## src/rtl/audio_pkg.sv

```systemverilog
// ============================================================================
// audio_pkg : shared types and default sizing for the audio sample fetcher
// Revision  : 1.0
// ============================================================================
`default_nettype none

package audio_pkg;

    localparam int C_NUM_CHANNELS = 4;
    localparam int C_DATA_WIDTH   = 16;
    localparam int C_ADDR_WIDTH   = 32;
    localparam int C_LEN_WIDTH    = 24;
    localparam int C_FIFO_DEPTH   = 8;

    typedef enum logic [0:0] {
        ST_IDLE = 1'b0,
        ST_READ = 1'b1
    } fetch_state_t;

endpackage

`default_nettype wire

```

## src/rtl/sample_fifo.sv

```systemverilog
// ============================================================================
// sample_fifo : per-channel sample FIFO with flush and combinational head
// Revision    : 1.0
// ============================================================================
`default_nettype none

module sample_fifo #(
    parameter int DATA_WIDTH = 16,
    parameter int FIFO_DEPTH = 8
) (
    input  logic                  clk,
    input  logic                  rst,
    input  logic                  flush,
    input  logic                  push,
    input  logic [DATA_WIDTH-1:0] push_data,
    input  logic                  pop,
    output logic [DATA_WIDTH-1:0] head,
    output logic                  valid,
    output logic                  full
);

    localparam int PTR_W = $clog2(FIFO_DEPTH);

    logic [DATA_WIDTH-1:0] r_mem [FIFO_DEPTH];
    logic [PTR_W-1:0]      r_wr_ptr;
    logic [PTR_W-1:0]      r_rd_ptr;
    logic [PTR_W:0]        r_count;
    logic                  w_push;
    logic                  w_pop;

    assign valid  = (r_count != '0);
    assign full   = (r_count == (PTR_W+1)'(FIFO_DEPTH));
    assign w_push = push & ~full & ~flush;
    assign w_pop  = pop & valid & ~flush;
    // Empty FIFO presents zero so the head is well defined out of reset
    assign head   = valid ? r_mem[r_rd_ptr] : '0;

    always_ff @(posedge clk) begin
        if (rst || flush) begin
            r_wr_ptr <= '0;
            r_rd_ptr <= '0;
            r_count  <= '0;
        end else begin
            if (w_push) r_wr_ptr <= r_wr_ptr + 1'b1;
            if (w_pop)  r_rd_ptr <= r_rd_ptr + 1'b1;
            case ({w_push, w_pop})
                2'b10:   r_count <= r_count + 1'b1;
                2'b01:   r_count <= r_count - 1'b1;
                default: r_count <= r_count;
            endcase
        end
    end

    always_ff @(posedge clk) begin
        if (w_push) r_mem[r_wr_ptr] <= push_data;
    end

endmodule

`default_nettype wire

```

## src/rtl/audio_sample_fetcher.sv

```systemverilog
// ============================================================================
// audio_sample_fetcher : round-robin multi-channel sample fetch into FIFOs
// Revision             : 1.0
// ============================================================================
`default_nettype none

module audio_sample_fetcher
    import audio_pkg::*;
#(
    parameter int NUM_CHANNELS = C_NUM_CHANNELS,
    parameter int DATA_WIDTH   = C_DATA_WIDTH,
    parameter int ADDR_WIDTH   = C_ADDR_WIDTH,
    parameter int LEN_WIDTH    = C_LEN_WIDTH,
    parameter int FIFO_DEPTH   = C_FIFO_DEPTH
) (
    input  logic                               clk,
    input  logic                               rst,
    input  logic [NUM_CHANNELS-1:0]            chStart,
    input  logic [NUM_CHANNELS-1:0]            chStop,
    input  logic [NUM_CHANNELS*ADDR_WIDTH-1:0] chBase,
    input  logic [NUM_CHANNELS*LEN_WIDTH-1:0]  chLength,
    input  logic [NUM_CHANNELS-1:0]            chLoop,
    output logic [NUM_CHANNELS-1:0]            chActive,
    output logic [NUM_CHANNELS*DATA_WIDTH-1:0] sampleOut,
    output logic [NUM_CHANNELS-1:0]            sampleValid,
    input  logic [NUM_CHANNELS-1:0]            sampleReady,
    output logic [ADDR_WIDTH-1:0]              address,
    output logic                               readEnable,
    input  logic [DATA_WIDTH-1:0]              dataIn,
    input  logic                               dataReady
);

    localparam int CH_W = (NUM_CHANNELS > 1) ? $clog2(NUM_CHANNELS) : 1;

    logic [ADDR_WIDTH-1:0]   r_base   [NUM_CHANNELS];
    logic [LEN_WIDTH-1:0]    r_len    [NUM_CHANNELS];
    logic [LEN_WIDTH-1:0]    r_offset [NUM_CHANNELS];
    logic [NUM_CHANNELS-1:0] r_loop;
    logic [NUM_CHANNELS-1:0] r_active;

    fetch_state_t            r_state;
    fetch_state_t            w_state_next;
    logic [CH_W-1:0]         r_grant;
    logic [CH_W-1:0]         r_rr_ptr;
    logic [CH_W-1:0]         w_pick;
    logic                    w_found;
    logic [ADDR_WIDTH-1:0]   r_address;
    logic                    r_discard;
    logic                    w_accept;
    logic                    w_drop;

    logic [NUM_CHANNELS-1:0] w_full;
    logic [NUM_CHANNELS-1:0] w_valid;
    logic [NUM_CHANNELS-1:0] w_push;
    logic [NUM_CHANNELS-1:0] w_eligible;

    assign w_accept = (r_state == ST_READ) && dataReady;
    // A start/stop landing on the granted channel invalidates the response in flight
    assign w_drop   = r_discard | chStart[r_grant] | chStop[r_grant];
    // Channels being (re)configured this cycle are not granted until next cycle
    assign w_eligible = r_active & ~w_full & ~chStart & ~chStop;

    always_comb begin
        w_found = 1'b0;
        w_pick  = r_rr_ptr;
        for (int k = 1; k <= NUM_CHANNELS; k++) begin
            if (!w_found && w_eligible[(int'(r_rr_ptr) + k) % NUM_CHANNELS]) begin
                w_found = 1'b1;
                w_pick  = CH_W'((int'(r_rr_ptr) + k) % NUM_CHANNELS);
            end
        end
    end

    always_comb begin
        w_state_next = r_state;
        case (r_state)
            ST_IDLE: if (w_found)   w_state_next = ST_READ;
            ST_READ: if (dataReady) w_state_next = ST_IDLE;
            default:                w_state_next = ST_IDLE;
        endcase
    end

    always_ff @(posedge clk) begin
        if (rst) begin
            r_state   <= ST_IDLE;
            r_grant   <= '0;
            r_rr_ptr  <= '0;
            r_address <= '0;
            r_discard <= 1'b0;
        end else begin
            r_state <= w_state_next;
            if (r_state == ST_IDLE && w_found) begin
                r_grant   <= w_pick;
                r_rr_ptr  <= w_pick;
                r_address <= r_base[w_pick] + ADDR_WIDTH'(r_offset[w_pick]);
                r_discard <= 1'b0;
            end else if (r_state == ST_READ && (chStart[r_grant] || chStop[r_grant])) begin
                r_discard <= 1'b1;
            end
        end
    end

    always_ff @(posedge clk) begin
        for (int i = 0; i < NUM_CHANNELS; i++) begin
            if (rst) begin
                r_base[i]   <= '0;
                r_len[i]    <= '0;
                r_offset[i] <= '0;
                r_loop[i]   <= 1'b0;
                r_active[i] <= 1'b0;
            end else if (chStop[i]) begin
                r_active[i] <= 1'b0;
            end else if (chStart[i]) begin
                r_base[i]   <= chBase[i*ADDR_WIDTH +: ADDR_WIDTH];
                r_len[i]    <= chLength[i*LEN_WIDTH +: LEN_WIDTH];
                r_loop[i]   <= chLoop[i];
                r_offset[i] <= '0;
                r_active[i] <= (chLength[i*LEN_WIDTH +: LEN_WIDTH] != '0);
            end else if (w_push[i]) begin
                if ((r_offset[i] + 1'b1) == r_len[i]) begin
                    r_offset[i] <= '0;
                    if (!r_loop[i]) r_active[i] <= 1'b0;
                end else begin
                    r_offset[i] <= r_offset[i] + 1'b1;
                end
            end
        end
    end

    generate
        for (genvar i = 0; i < NUM_CHANNELS; i++) begin : g_chan
            assign w_push[i] = w_accept && !w_drop && (r_grant == CH_W'(i));

            sample_fifo #(
                .DATA_WIDTH (DATA_WIDTH),
                .FIFO_DEPTH (FIFO_DEPTH)
            ) u_fifo (
                .clk       (clk),
                .rst       (rst),
                .flush     (chStart[i] | chStop[i]),
                .push      (w_push[i]),
                .push_data (dataIn),
                .pop       (sampleReady[i]),
                .head      (sampleOut[i*DATA_WIDTH +: DATA_WIDTH]),
                .valid     (w_valid[i]),
                .full      (w_full[i])
            );
        end
    endgenerate

    assign chActive    = r_active;
    assign sampleValid = w_valid;
    assign readEnable  = (r_state == ST_READ);
    assign address     = r_address;

endmodule

`default_nettype wire

```

## config.mk

```make
export PLATFORM = sky130hd
export DESIGN_NAME = audio_sample_fetcher
export DESIGN_NICKNAME = d
export VERILOG_FILES = /design/src/rtl/audio_pkg.sv /design/src/rtl/sample_fifo.sv /design/src/rtl/audio_sample_fetcher.sv
export SDC_FILE = /design/constraint.sdc
export NUM_CORES = 1
export LEC_CHECK = 0
export ABC_AREA = 1
export CAP_MARGIN = 40
export CORE_MARGIN = 8
export CORE_UTILIZATION = 59
export DETAILED_ROUTE_END_ITERATION = 8
export GPL_TIMING_DRIVEN = 1
export PLACE_DENSITY = 0.78
export SYNTH_ARGS = -nofsm -noshare
export SYNTH_HDL_FRONTEND = slang
export SYNTH_HIERARCHICAL = 1
export SYNTH_SLANG_ARGS = --single-unit
export TNS_END_PERCENT = 50
```

## constraint.sdc

```tcl
create_clock -name clk -period 6.3 [get_ports clk]
set_input_delay 1.26 -clock clk [delete_from_list [all_inputs] [get_ports clk]]
set_output_delay 1.26 -clock clk [all_outputs]
set_load 0.05 [all_outputs]
```

Word level (Yosys, flattened, before mapping)
Memory sizes are Yosys's and may differ from the RTL's. A register that Yosys moved wholly into a read port is not among the register bits.
Index checks and enable logic that the tools add are counted.
{"block": "totals", "reg_bits": 84, "mem_bits_rw": 832, "output_inout_bits": 105, "word_cells": 360, "n_memories": 7}
{"name": "g_chan[0].u_fifo.r_mem", "depth": 8, "width": 16, "read_ports": 1, "rd_ports_with_merged_regs": 1, "wr": 1, "line_no": "sample_fifo.sv:24", "rtl": "logic [DATA_WIDTH-1:0] r_mem [FIFO_DEPTH];"}
{"name": "g_chan[1].u_fifo.r_mem", "depth": 8, "width": 16, "read_ports": 1, "rd_ports_with_merged_regs": 1, "wr": 1, "line_no": "sample_fifo.sv:24"}
{"name": "g_chan[2].u_fifo.r_mem", "depth": 8, "width": 16, "read_ports": 1, "rd_ports_with_merged_regs": 1, "wr": 1, "line_no": "sample_fifo.sv:24"}
{"name": "g_chan[3].u_fifo.r_mem", "depth": 8, "width": 16, "read_ports": 1, "rd_ports_with_merged_regs": 1, "wr": 1, "line_no": "sample_fifo.sv:24"}
{"name": "r_base", "depth": 4, "width": 32, "read_ports": 1, "rd_ports_with_merged_regs": 0, "wr": 4, "line_no": "audio_sample_fetcher.sv:35", "rtl": "logic [ADDR_WIDTH-1:0] r_base [NUM_CHANNELS];"}
{"name": "r_len", "depth": 4, "width": 24, "read_ports": 4, "rd_ports_with_merged_regs": 0, "wr": 4, "line_no": "audio_sample_fetcher.sv:36", "rtl": "logic [LEN_WIDTH-1:0] r_len [NUM_CHANNELS];"}
{"name": "1 more memories"}
{"block": "classes", "add_sub_neg": 25, "magnitude_cmp": 5, "eq_ne": 23, "muxes": 153, "n_bitwise": 65, "reduce_logical": 58}
{"op": "$mux W24", "count": 16}
{"op": "$mux W32", "count": 4}
{"op": "$mux W1", "count": 106}
{"op": "$add A24 B1 Y24 const B", "count": 4}
{"op": "$eq A24 B24 Y1", "count": 4}
{"op": "$reduce_bool A24 Y1", "count": 4}
{"op": "$mux W16", "count": 4}
{"op": "$add A32 B24 Y32", "count": 1}
{"op": "$pmux W4 S2", "count": 4}
{"op": "$or A1 B1 Y1", "count": 26}
{"op": "$add A3 B1 Y3 const B", "count": 8}
{"op": "$mux W3", "count": 8}
{"op": "$reduce_bool A2 Y1", "count": 12}
{"op": "$reduce_or A2 Y1", "count": 9}
{"op": "$add A4 B1 Y4 const B", "count": 4}
{"op": "$and A1 B1 Y1", "count": 16}
{"op": "$eq A4 B4 Y1 const B", "count": 4}
{"op": "$lt A3 B4 Y1 const B", "count": 4}
{"op": "$reduce_bool A4 Y1", "count": 4}
{"op": "$sub A4 B1 Y4 const B", "count": 4}
{"op": "$not A1 Y1", "count": 13}
{"op": "$and A4 B4 Y4", "count": 3}
{"op": "$bmux W1 S2", "count": 6}
{"op": "$eq A2 B2 Y1 const B", "count": 6}
{"op": "other kinds (15)", "count": 55}

Depth between registers and ports, before layout
{"block": "depth", "depth_word": 20, "ltp_mapped": 33}

Cells and area by module
The synthesis kept the hierarchy.
{"module": "audio_sample_fetcher", "instances": 1, "cells_per_inst": 2552, "area_per_inst_um2": 21190.3, "seq_area_each_um2": 10490.1}
{"module": "sample_fifo at g_chan[0].u_fifo ...", "instances": 3, "cells_per_inst": 478, "area_per_inst_um2": 5740.5, "seq_area_each_um2": 4103.9}
{"module": "sample_fifo at g_chan[3].u_fifo", "instances": 1, "cells_per_inst": 478, "area_per_inst_um2": 5748.0, "seq_area_each_um2": 4103.9}

Worst setup path after synthesis
No wires, ideal clock.
{"block": "synth_path", "kind": "in2reg", "start": "in chStart[3]", "end": "reg r_address[22] (netlist: address[22])", "t_arrival_ps": 4906, "required_time_ps": 6182, "slack_ps": 1276, "stages": 26, "n_path_buf": 3, "cell_sequence": "nor2_1 nand3_1 nand2_1 nand2_1 nand2_2 nand3_4 nand2_4 nand2_2 buf_4 buf_2 clkbuf_1 o21ai_0 o22ai_1 ha_1 fa_1 nand3_1 nand3_1 a21boi_0 o21ai_0 a21oi_1 o21bai_1 a21oi_1 o21ai_0 xor2_1 nor2_1 nor2_1"}
{"block": "synth_via", "elab_chain_cells": 18, "elab_cells_between_ends": 33, "classes_between": "1 x add/sub; 20 x mux; 3 x bitwise; 7 x reduce/logical; 2 x memory"}
{"item": "from (decl)", "line_no": "audio_sample_fetcher.sv:18", "rtl": "input logic [NUM_CHANNELS-1:0] chStart,"}
{"item": "$not A4 Y4 *", "line_no": "audio_sample_fetcher.sv:61", "rtl": "assign w_eligible = r_active & ~w_full & ~chStart & ~chStop;"}
{"item": "$and A4 B4 Y4 * (2 in a row)", "line_no": "audio_sample_fetcher.sv:61"}
{"item": "$bmux W1 S2", "line_no": "audio_sample_fetcher.sv:67", "rtl": "if (!w_found && w_eligible[(int'(r_rr_ptr) + k) % NUM_CHANNELS]) begin"}
{"item": "$mux W1 (not written as such) (2 in a row)", "line_no": "audio_sample_fetcher.sv:67"}
{"item": "$mux W1", "line_no": "audio_sample_fetcher.sv:67"}
{"item": "$logic_not A1 Y1", "line_no": "audio_sample_fetcher.sv:67"}
{"item": "$logic_and A1 B1 Y1", "line_no": "audio_sample_fetcher.sv:67"}
{"item": "$mux W1", "line_no": "audio_sample_fetcher.sv:67"}
{"item": "$logic_not A1 Y1", "line_no": "audio_sample_fetcher.sv:67"}
{"item": "$logic_and A1 B1 Y1", "line_no": "audio_sample_fetcher.sv:67"}
{"item": "$mux W1", "line_no": "audio_sample_fetcher.sv:67"}
{"item": "$logic_not A1 Y1", "line_no": "audio_sample_fetcher.sv:67"}
{"item": "$logic_and A1 B1 Y1", "line_no": "audio_sample_fetcher.sv:67"}
{"item": "$mux W2", "line_no": "audio_sample_fetcher.sv:67"}
{"item": "$mem_v2 Z4 W32 or $mem_v2 Z4 W24 (tied branches)"}
{"item": "$add A32 B24 Y32", "line_no": "audio_sample_fetcher.sv:95", "rtl": "r_address <= r_base[w_pick] + ADDR_WIDTH'(r_offset[w_pick]);"}
{"item": "to (signal assigned)", "line_no": "audio_sample_fetcher.sv:95"}
{"item": "to (decl)", "line_no": "audio_sample_fetcher.sv:47", "rtl": "logic [ADDR_WIDTH-1:0] r_address;"}
Mark *: on every way between the ends. The rest lies on a longest branch, timed or not. The select of a mux whose other input is x is not followed.
A chain may end at the register's enable or synchronous reset.

Final worst setup path
{"block": "layout_path", "start": "in chStart[2]", "end": "reg r_address[22] (netlist: address[22])"}
The elaborated chain is that of the path after synthesis.

==> out/qor.yml <==
ys_ff_latch: 928
yosys.area.top_type: "edfxtp_1"
layout_commonest_cell: "nor2_1"
synth_nets: 4776
slew_headroom_pct: 39.17
setup_violations: 0
synth_cells: 4464
ant_nets: 0
ff2ff_path_depth: 24
finalCritPeriodShare_pct: 87.68
numPortBuffers: 363
ctsHoldBuffers: 0
core_sq_um: 74320
die_area_sq_um: 83860
hold_path_class: "reg2reg"
clock_path_buffers: 3
setup_tns_ps: 0
fin_area_sq_um: 52030
synth_top_area_share_pct: 56.58
outcome: "completed"
setup.worst_path.end_class: "register"
min_path_cells: 2
cts_tree: "yes"
critPathLaunch: "chStart[2]"
power_mw: 19.38
synthFlopType: "edfxtp_1"
whs_ps: 477.1
die-width_um: 289.6
antenna_found_initial: 4
hold_viol: 0
crit_fanout: 38
layout.nets: 5146
vias: 33710
worst_slew_pin_slew_ps: 912.5
placed_area_sq_um: 48760
rsz0062_at_grt: "no"
timing.rr.end: "address[22]"
drtIter0Drc: 3739
grt_overflow: 0
synth_edf_count: 832
clk_pin_slew_ps: 60
clk_latency_ps: 660
ir_drop_mv: 0.3243
h-tree-depth: 3
drive_above_1_share_pct: 8.242
avgSynthCellArea_sq_um: 9.892
viasPerCell: 5.729
slowest_stage: "clkdlybuf4s50_1"
ctsRootBufferMaster: "clkbuf_16"
cts.sinks: 928
leakagePower_nw: 19.89
report.final.slew_viol_count: 0
drc_errors: 0
clock_skew_ps: 30.52
mostFrequentLayoutCells: "nor2_1 (1052), edfxtp_1 (832), nand2_1 (472)"
max_freq_mhz: 181.0
grt_pass1_wl_mm: 183.0
r2r_start: "r_rr_ptr[0]"
pin_count: 364
wire_per_inst_um: 20.87
die_h_um: 289.6
synth_area_leaders: "edfxtp_1 (57%), nor2_1 (8.9%), dfxtp_1 (4.4%)"
pwr_density_cell_nw_per_um2: 372.5
arrival_ps: 6050
min_period_ps: 5524
synthToLayoutAreaGrowth_pct: 17.81
critical-path-max-stage-delay_ps: 450
reg2reg_setup_slack_ps: 990
critPathLaunchType: "input port"
async_flop_share_pct: 0
post_cts_buffers: 0
rows: 100
final_util_pct: 70.00
maxCapViolations: 0
yosysWarnings: 6
first_pass_iters: 6
worstHoldStart: "r_loop[0]"
cts_resized: 0
worst-setup-path-type: "in2reg"
place_hpwl_mm: 84.98
wirelength_mm: 122.8
cts_buffers: 93
initial_core_util_pct: 59.42
seq_area_frac_synth_pct: 60.93
place.gp.congestion: 0.9341
cp.required_ps: 6830
grt_pass1_vias: 32020
synth_cell_types: 61
syn_area_sq_um: 44160
min_to: "r_loop[0]"
grt_max_degree: 66
grt_use_total_pct: 28.50
## power by group
part / switching (mW) / internal (mW)
Combinational: 4.24 / 2.18
Sequential: 0.237 / 6.97
Clock: 2.41 / 3.35
Total: 6.89 / 12.5
## Yosys cell counts, types with 9 or more instances
| library cell | number |
|---|---|
| nand4_1 | 59 |
| nor2_4 | 10 |
| nand3b_1 | 16 |
| inv_2 | 15 |
| nand2_2 | 25 |
| dfxtp_1 | 96 |
| or2_2 | 16 |
| nand2_1 | 476 |
| nor4_1 | 18 |
| nor3_1 | 36 |
| clkbuf_1 | 85 |
| edfxtp_1 | 832 |
| ha_1 | 52 |
| xor2_1 | 99 |
| nor2_1 | 1052 |
| o21bai_1 | 9 |
| buf_4 | 19 |
| nor3_2 | 9 |
| o21ai_0 | 372 |
| nor2_2 | 46 |
| nand3_1 | 128 |
| a21oi_1 | 98 |
| xnor2_1 | 44 |
| buf_6 | 29 |
| buf_2 | 36 |
| o22ai_1 | 113 |
| o21ai_1 | 64 |
| inv_1 | 474 |
| o211ai_1 | 67 |
## kinds of logic after synthesis
kind of cell / count (synthesis) / share of synthesized area, %
and+or+nand+nor: 1925 / 18.67
adders and majority gates: 53 / 1.519
AOI/OAI and AO/OA: 745 / 9.361
DFF: 928 / 60.93
xor gates and xnor gates: 147 / 3.029
buffers and inverters: 666 / 6.497
## sequential cells by signal (all words and copies together), names as in the netlist, named ones only
name,count
chActive,4
g_chan.u_fifo/r_mem,512
r_len,96
r_discard,1
g_chan.u_fifo/r_count,16
r_rr_ptr,2
g_chan.u_fifo/r_wr_ptr,12
r_loop,4
r_base,128
g_chan.u_fifo/r_rd_ptr,12
readEnable,1
r_offset,96
address,32
## how the worst max path moves through the flow
stage	to	slack, ps	cells after the start
floorplan	address[22]	1280	26
detailed placement	address[22]	180	26
CTS	address[22]	840	26
global route	address[22]	330	26
finish	address[22]	780	26
global placement	address[20]	300	26
## per-layer routing
layer | vias up | GRT usage (%) | share of wire (%)
li1 | 15840 | - | -
met1 | 15910 | 38.68 | 39
met2 | 1706 | 46.05 | 46
met3 | 258 | 4.948 | 11
met4 | 6 | 10.76 | 3.6
met5 | - | 0 | 0.035
## stage by stage
step / setup WS, ps / instances
final: 776.0 / 5884
after global routing: 327.5 / 5884
after CTS: 838.6 / 5883
after detailed placement: 182.4 / 5708
after global placement: 296.0 / 5700
after floorplan: 1276 / 4464
## final cells by class
| cell class | count | area (sq um) |
|---|---|---|
| inverter | 490 | 1842 |
| clock buffer | 123 | 2665 |
| antenna | 1 | 2.502 |
| sequential | 928 | 26910 |
| clock inverter | 52 | 598.1 |
| timing repair buffer | 451 | 4392 |
| tap | 969 | 1212 |
| fill | 5418 | 22300 |
| multi-input combinational | 2870 | 14400 |
## worst max-delay path, delay by kind of cell
family,cells,cell delay [ps]
fa+ha+maj,1,310
buf+inv,4,1210
simple gates,13,1410
xor+xnor,1,160
compound gates,7,1650
No activity file was read; power rests on OpenSTA's default activity.
